**src/rtl/neuro_pkg.sv**
```systemverilog
// neuro_pkg: shared state encoding and default constants for the neuro stimulation path
package neuro_pkg;
  typedef logic [1:0] state_t;
  localparam state_t S_IDLE    = 2'b00;
  localparam state_t S_MONITOR = 2'b01;
  localparam state_t S_STIM    = 2'b10;
  localparam state_t S_REFRACT = 2'b11;
  localparam int DEF_WIN_LEN     = 256;
  localparam int DEF_CONFIRM_N   = 3;
  localparam int DEF_STIM_CYCLES = 1024;
  localparam int DEF_REFRACT_WIN = 8;
  localparam int DEF_CNT_WIDTH   = 16;
  localparam int DATA_WIDTH      = 32;
endpackage

```
**src/rtl/window_counter.sv**
```systemverilog
// window_counter: frames accepted samples into WIN_LEN windows, pulsing win_end after the last one
module window_counter
  import neuro_pkg::*;
#(
  parameter int WIN_LEN   = DEF_WIN_LEN,
  parameter int CNT_WIDTH = DEF_CNT_WIDTH
) (
  input  logic clk,
  input  logic rst,
  input  logic clr,
  input  logic inc,
  output logic win_end
);
  localparam logic [CNT_WIDTH-1:0] W_LAST = CNT_WIDTH'(WIN_LEN - 1);
  logic [CNT_WIDTH-1:0] r_cnt;
  logic                 r_win_end;
  logic                 w_last;
  assign w_last  = r_cnt == W_LAST;
  assign win_end = r_win_end;
  // sample position within the window; clr discards any partial window
  always_ff @(posedge clk or negedge rst) begin
    if (!rst) begin
      r_cnt     <= '0;
      r_win_end <= 1'b0;
    end else if (clr) begin
      r_cnt     <= '0;
      r_win_end <= 1'b0;
    end else begin
      r_win_end <= inc & w_last;
      if (inc) r_cnt <= w_last ? '0 : r_cnt + 1'b1;
    end
  end
endmodule

```
**src/rtl/stim_scheduler.sv**
```systemverilog
// stim_scheduler: debounces per-window seizure flags and drives a timed stimulation pulse plus refractory period
module stim_scheduler
  import neuro_pkg::*;
#(
  parameter int WIN_LEN     = DEF_WIN_LEN,
  parameter int CONFIRM_N   = DEF_CONFIRM_N,
  parameter int STIM_CYCLES = DEF_STIM_CYCLES,
  parameter int REFRACT_WIN = DEF_REFRACT_WIN,
  parameter int CNT_WIDTH   = DEF_CNT_WIDTH
) (
  input  logic                 clk,
  input  logic                 rst,
  input  logic                 en,
  input  logic                 sample_valid,
  input  logic                 seizure,
  output logic                 dp_en,
  output logic                 win_end,
  output logic                 stimulation,
  output logic [1:0]           state,
  output logic [CNT_WIDTH-1:0] stim_count
);
  localparam logic [CNT_WIDTH-1:0] C_LAST = CNT_WIDTH'(CONFIRM_N - 1);
  localparam logic [CNT_WIDTH-1:0] S_LAST = CNT_WIDTH'(STIM_CYCLES - 1);
  localparam logic [CNT_WIDTH-1:0] R_LAST = CNT_WIDTH'(REFRACT_WIN - 1);
  state_t               r_state, w_state_nx;
  logic [CNT_WIDTH-1:0] r_confirm, w_confirm_nx;
  logic [CNT_WIDTH-1:0] r_stim_cnt, w_stim_cnt_nx;
  logic [CNT_WIDTH-1:0] r_refr, w_refr_nx;
  logic [CNT_WIDTH-1:0] r_stim_count, w_stim_count_nx;
  logic                 w_win_end;
  logic                 w_clr;
  logic                 w_inc;
  assign dp_en       = r_state != S_IDLE;
  assign stimulation = r_state == S_STIM;
  assign state       = r_state;
  assign stim_count  = r_stim_count;
  assign win_end     = w_win_end;
  assign w_inc       = sample_valid & dp_en;
  assign w_clr       = !en | (r_state == S_IDLE);
  window_counter #(
    .WIN_LEN  (WIN_LEN),
    .CNT_WIDTH(CNT_WIDTH)
  ) u_win (
    .clk    (clk),
    .rst    (rst),
    .clr    (w_clr),
    .inc    (w_inc),
    .win_end(w_win_end)
  );
  // next state and counters; dropping en overrides everything and keeps only stim_count
  always_comb begin
    w_state_nx      = r_state;
    w_confirm_nx    = r_confirm;
    w_stim_cnt_nx   = r_stim_cnt;
    w_refr_nx       = r_refr;
    w_stim_count_nx = r_stim_count;
    if (!en) begin
      w_state_nx    = S_IDLE;
      w_confirm_nx  = '0;
      w_stim_cnt_nx = '0;
      w_refr_nx     = '0;
    end else begin
      case (r_state)
        S_IDLE: w_state_nx = S_MONITOR;
        S_MONITOR: begin
          if (w_win_end) begin
            if (!seizure) w_confirm_nx = '0;
            else if (r_confirm == C_LAST) begin
              w_state_nx      = S_STIM;
              w_confirm_nx    = '0;
              w_stim_count_nx = &r_stim_count ? r_stim_count : r_stim_count + 1'b1;
            end else w_confirm_nx = r_confirm + 1'b1;
          end
        end
        S_STIM: begin
          w_state_nx    = r_stim_cnt == S_LAST ? S_REFRACT : S_STIM;
          w_stim_cnt_nx = r_stim_cnt == S_LAST ? '0 : r_stim_cnt + 1'b1;
        end
        default: begin
          if (w_win_end) begin
            w_state_nx   = r_refr == R_LAST ? S_MONITOR : S_REFRACT;
            w_refr_nx    = r_refr == R_LAST ? '0 : r_refr + 1'b1;
            w_confirm_nx = '0;
          end
        end
      endcase
    end
  end
  // state and counter registers
  always_ff @(posedge clk or negedge rst) begin
    if (!rst) begin
      r_state      <= S_IDLE;
      r_confirm    <= '0;
      r_stim_cnt   <= '0;
      r_refr       <= '0;
      r_stim_count <= '0;
    end else begin
      r_state      <= w_state_nx;
      r_confirm    <= w_confirm_nx;
      r_stim_cnt   <= w_stim_cnt_nx;
      r_refr       <= w_refr_nx;
      r_stim_count <= w_stim_count_nx;
    end
  end
endmodule

```
**config.mk**
```make
export PLATFORM = sky130hd
export DESIGN_NAME = stim_scheduler
export DESIGN_NICKNAME = d
export VERILOG_FILES = /design/src/rtl/neuro_pkg.sv /design/src/rtl/window_counter.sv /design/src/rtl/stim_scheduler.sv
export SDC_FILE = /design/constraint.sdc
export NUM_CORES = 1
export LEC_CHECK = 0
export ABC_AREA = 0
export CAP_MARGIN = 0
export CELL_PAD_IN_SITES_DETAIL_PLACEMENT = 0
export CELL_PAD_IN_SITES_GLOBAL_PLACEMENT = 1
export CORE_ASPECT_RATIO = 1.5
export CORE_UTILIZATION = 37
export CTS_CLUSTER_SIZE = 10
export DETAILED_ROUTE_END_ITERATION = 8
export PLACE_DENSITY = 0.73
export RECOVER_POWER = 50
export SLEW_MARGIN = 20
export SYNTH_ARGS = -nofsm -noshare
export SYNTH_HDL_FRONTEND = slang
export SYNTH_SLANG_ARGS = --single-unit
export TNS_END_PERCENT = 20
```
**constraint.sdc**
```tcl
create_clock -name clk -period 2.4 [get_ports clk]
set_input_delay 0.36 -clock clk [delete_from_list [all_inputs] [get_ports clk]]
set_output_delay 0.36 -clock clk [all_outputs]
set_load 0.02 [all_outputs]
```
==> out/metrics.cfg <==
[status]
status = complete, but fails checks
violations = max-capacitance violations, max-slew violations

[cts]
htreeDepth = 3
post_cts_buffers = 0
cts_tree = done
clk_pin_slew_ns = 0.06
clock_path_buffers = 2
cts-root-buf = clkbuf_16
cts_buffers = 9
cts_hold_buf = 0
cts.sinks = 83
clock_latency_ns = 0.34

[final_layout]
areaGrowthSynthToFinish_pct = 16.8
drive_gt1_frac = 0.0694
final_nets = 543
diodes = 0

[floorplan]
start_util = 0.380
core_sq_mm = 0.0120
io_pins = 26
rows = 49
die_area_sq_mm = 0.0128
die_h_um = 138
chipWidth_um = 92.7

[critical_path]
critical_path.cell_chain = inv_1 > ha_1 > inv_1 > clkdlybuf4s50_1
cp-start-kind = flop
required_ns = 2.04
rr_worst_depth = 7
r2r-end = u_win.r_cnt[15]
criticalPathCategory = flop to output pin
end_kind = output pin
r2r_start = state[0]
path_buf_inv = 3
cp_max_fo = 7
max_stage_delay_ns = 0.60
critPathSlowestCell = clkdlybuf4s50_1
cp_top_family = buffers and inverters
crit_top_cell = inv_1
arrival_ns = 1.90
reg2reg_slack_ns = 0.25

[timing]
fin_worst_skew_ns = 0.00786
final-max-slew-violation-count = 36
final.setup.tns_ns = 0
worstMarginPinSlew_ns = 2.07
hold_viol = 0
maxSlewHeadroom = -0.377
fin_crit_ns = 2.26
max_freq_ghz = 0.442
rsz0062_at_grt = no
setup_viol = 0
period_share = 0.943

[power]
pwr-share-seq = 0.447
p_sw_w = 0.000854
total_power_w = 0.00327
internal_power_w = 0.00242
leakage_nw = 2.18
pwr-share-clk = 0.433
combPwrFrac = 0.121
vdd_drop_max_mv = 0.474
swShare = 0.261
powerDensity_mw_per_mm2 = 614

[place]
io_buffers = 25
dp.final_hpwl_um = 7300
place.gp.congestion = 0.800

[logic_synthesis]
async_flop_share = 1.00
syn-num-nets = 511
synth_largest_area_cell = dfrtp_1
synth_cells = 496
synth_seq_area_share = 0.455
netlist_area_sq_mm = 0.00457
synthTopCellsByArea = dfrtp_1, xnor2_1, nand2_1
synth.top_cell.area_share = 0.455
synth_edf_count = 0
ys_ff_latch = 83
synthFlopType = dfrtp_1
ys_warn_count = 0
syn_avg_cell_area_sq_um = 9.21
synth_cell_type_count = 56

[global_routing]
grt_pass1_wl_um = 17700
grt_max_degree = 49
grt_antenna_before_repair = 0
grt_pass1_vias = 3747
grtUsageTotal = 0.170
overflow = 0

[route]
wl_per_cell_um = 14.8
drc = 0
wl_um = 10100
vias_per_cell = 5.55
postRouteAntennaNets = 0
first_iter_violations = 187
via_count = 3810
firstDrtPassIters = 5

[worst_hold_path]
worstHoldPathCells = 1
min_to = r_confirm[15]
min_path_type = flop to flop
min_from = r_confirm[15]

[job]
drv_cap = 1

power groups by stage:
| stage | Sequential [W] | Combinational [W] | Clock [W] |
|---|---|---|---|
| final | 0.00146 | 0.000396 | 0.00142 |
| after global routing | 0.00147 | 0.000445 | 0.00151 |
| after CTS | 0.00146 | 0.000402 | 0.00145 |
| after detailed placement | 0.00149 | 0.000400 | 0 |
| after global placement | 0.00149 | 0.000391 | 0 |
| after floorplan | 0.00149 | 0.000221 | 0 |
sequential cells by signal, summed over array words and instances (netlist names):
register / flops
stim_count: 16
r_stim_cnt: 16
u_win.win_end: 1
r_confirm: 16
r_refr: 16
u_win.r_cnt: 16
state: 2
worst max-delay path by stage:
stage | start | to | slack, ns | cells past startpoint
after floorplan | state[0] | state[0] | 0.36 | 7
after global placement | en | r_stim_cnt[10] | 0.23 | 7
after detailed placement | en | r_stim_cnt[10] | 0.21 | 7
after CTS | state[0] | stimulation | 0.07 | 3
after global routing | state[0] | u_win.r_cnt[15] | 0.02 | 7
final | state[0] | dp_en | 0.14 | 4
through the flow:
step | cells | cell area (sq um) | hold slack (ns) | util | setup slack (ns)
finish | 686 | 5340 | 0.488 | 0.444 | 0.136
global route | 686 | 5340 | 0.515 | 0.444 | 0.0222
CTS | 686 | 5340 | 0.00357 | 0.444 | 0.0706
detailed placement | 670 | 5030 | 0.371 | 0.419 | 0.213
global placement | 670 | 5030 | 0.366 | 0.419 | 0.229
floorplan | 496 | 4570 | 0.0644 | - | 0.357
cell families after synthesis:
family | after synthesis | share of synthesized area
AOI/OAI and AO/OA | 69 | 0.0934
DFF | 83 | 0.455
muxes | 8 | 0.0184
buffers and inverters | 25 | 0.0233
adders and majority gates | 10 | 0.0274
xor gates and xnor gates | 41 | 0.0786
and+or+nand+nor | 260 | 0.304
cells in the mapped netlist (2+ instances only):
cell type,count
nand2_1,57
o211ai_1,2
nand4_2,2
xor2_1,16
a21oi_1,20
o21ai_0,18
and3b_1,2
inv_1,10
nor2_1,53
nand2b_1,7
mux2_2,2
mux2i_1,5
buf_2,7
a21o_1,2
and3_1,15
a31oi_1,11
nand3b_1,2
or4_1,4
nor3b_1,3
dfrtp_1,83
and4_1,5
xnor2_1,25
nor4_1,12
nand4b_1,5
and2_1,8
a32o_1,2
ha_1,10
or3_1,5
clkbuf_1,6
nor2b_1,4
a41oi_1,3
nand3_1,33
o31ai_1,3
nor3_1,16
nand4_1,17
cell type report:
type / count / area (sq um)
Clock inverter: 5 / 61.3
Fill cell: 1207 / 6680
Tap cell: 153 / 191
Clock buffer: 11 / 243
Timing Repair Buffer: 36 / 339
Sequential cell: 83 / 2080
Inverter: 10 / 37.5
Multi-Input combinational cell: 388 / 2390
layer usage:
metal	up-vias	track usage	part of all wire	wire length, um
li1	1853	-	-	-
met1	1883	0.205	0.43	4380
met2	56	0.293	0.52	5230
met3	18	0.0286	0.029	289
met4	0	0.0802	0.023	238
met5	-	0	0	0
cell usage in the layout (no fill, tap or decap), types with 3 or more instances in the layout:
cell type        count
a31oi_1             11
mux2i_1              5
nor2b_1              4
nand4_1             17
nand4b_1             5
nor3_1              16
nand2_1             57
and4_1               5
ha_1                 9
o21ai_0             18
nor3b_1              3
or3_1                5
clkbuf_16            9
a41oi_1              3
and3_1              15
dlygate4sd3_1        4
nand2b_1             7
nand3_1             33
xor2_1              16
clkdlybuf4s50_1     20
inv_1               10
buf_4               10
dfrtp_1             83
and2_1               8
xnor2_1             25
a21oi_1             20
o31ai_1              3
nor2_1              53
nor4_1              12
or4_1                4
what timing repair did:
action,CTS,global route
setup endpoints to repair,0,1
resized for setup,0,1
hold endpoints to repair,0,0
(Power assumes the default switching activity.)
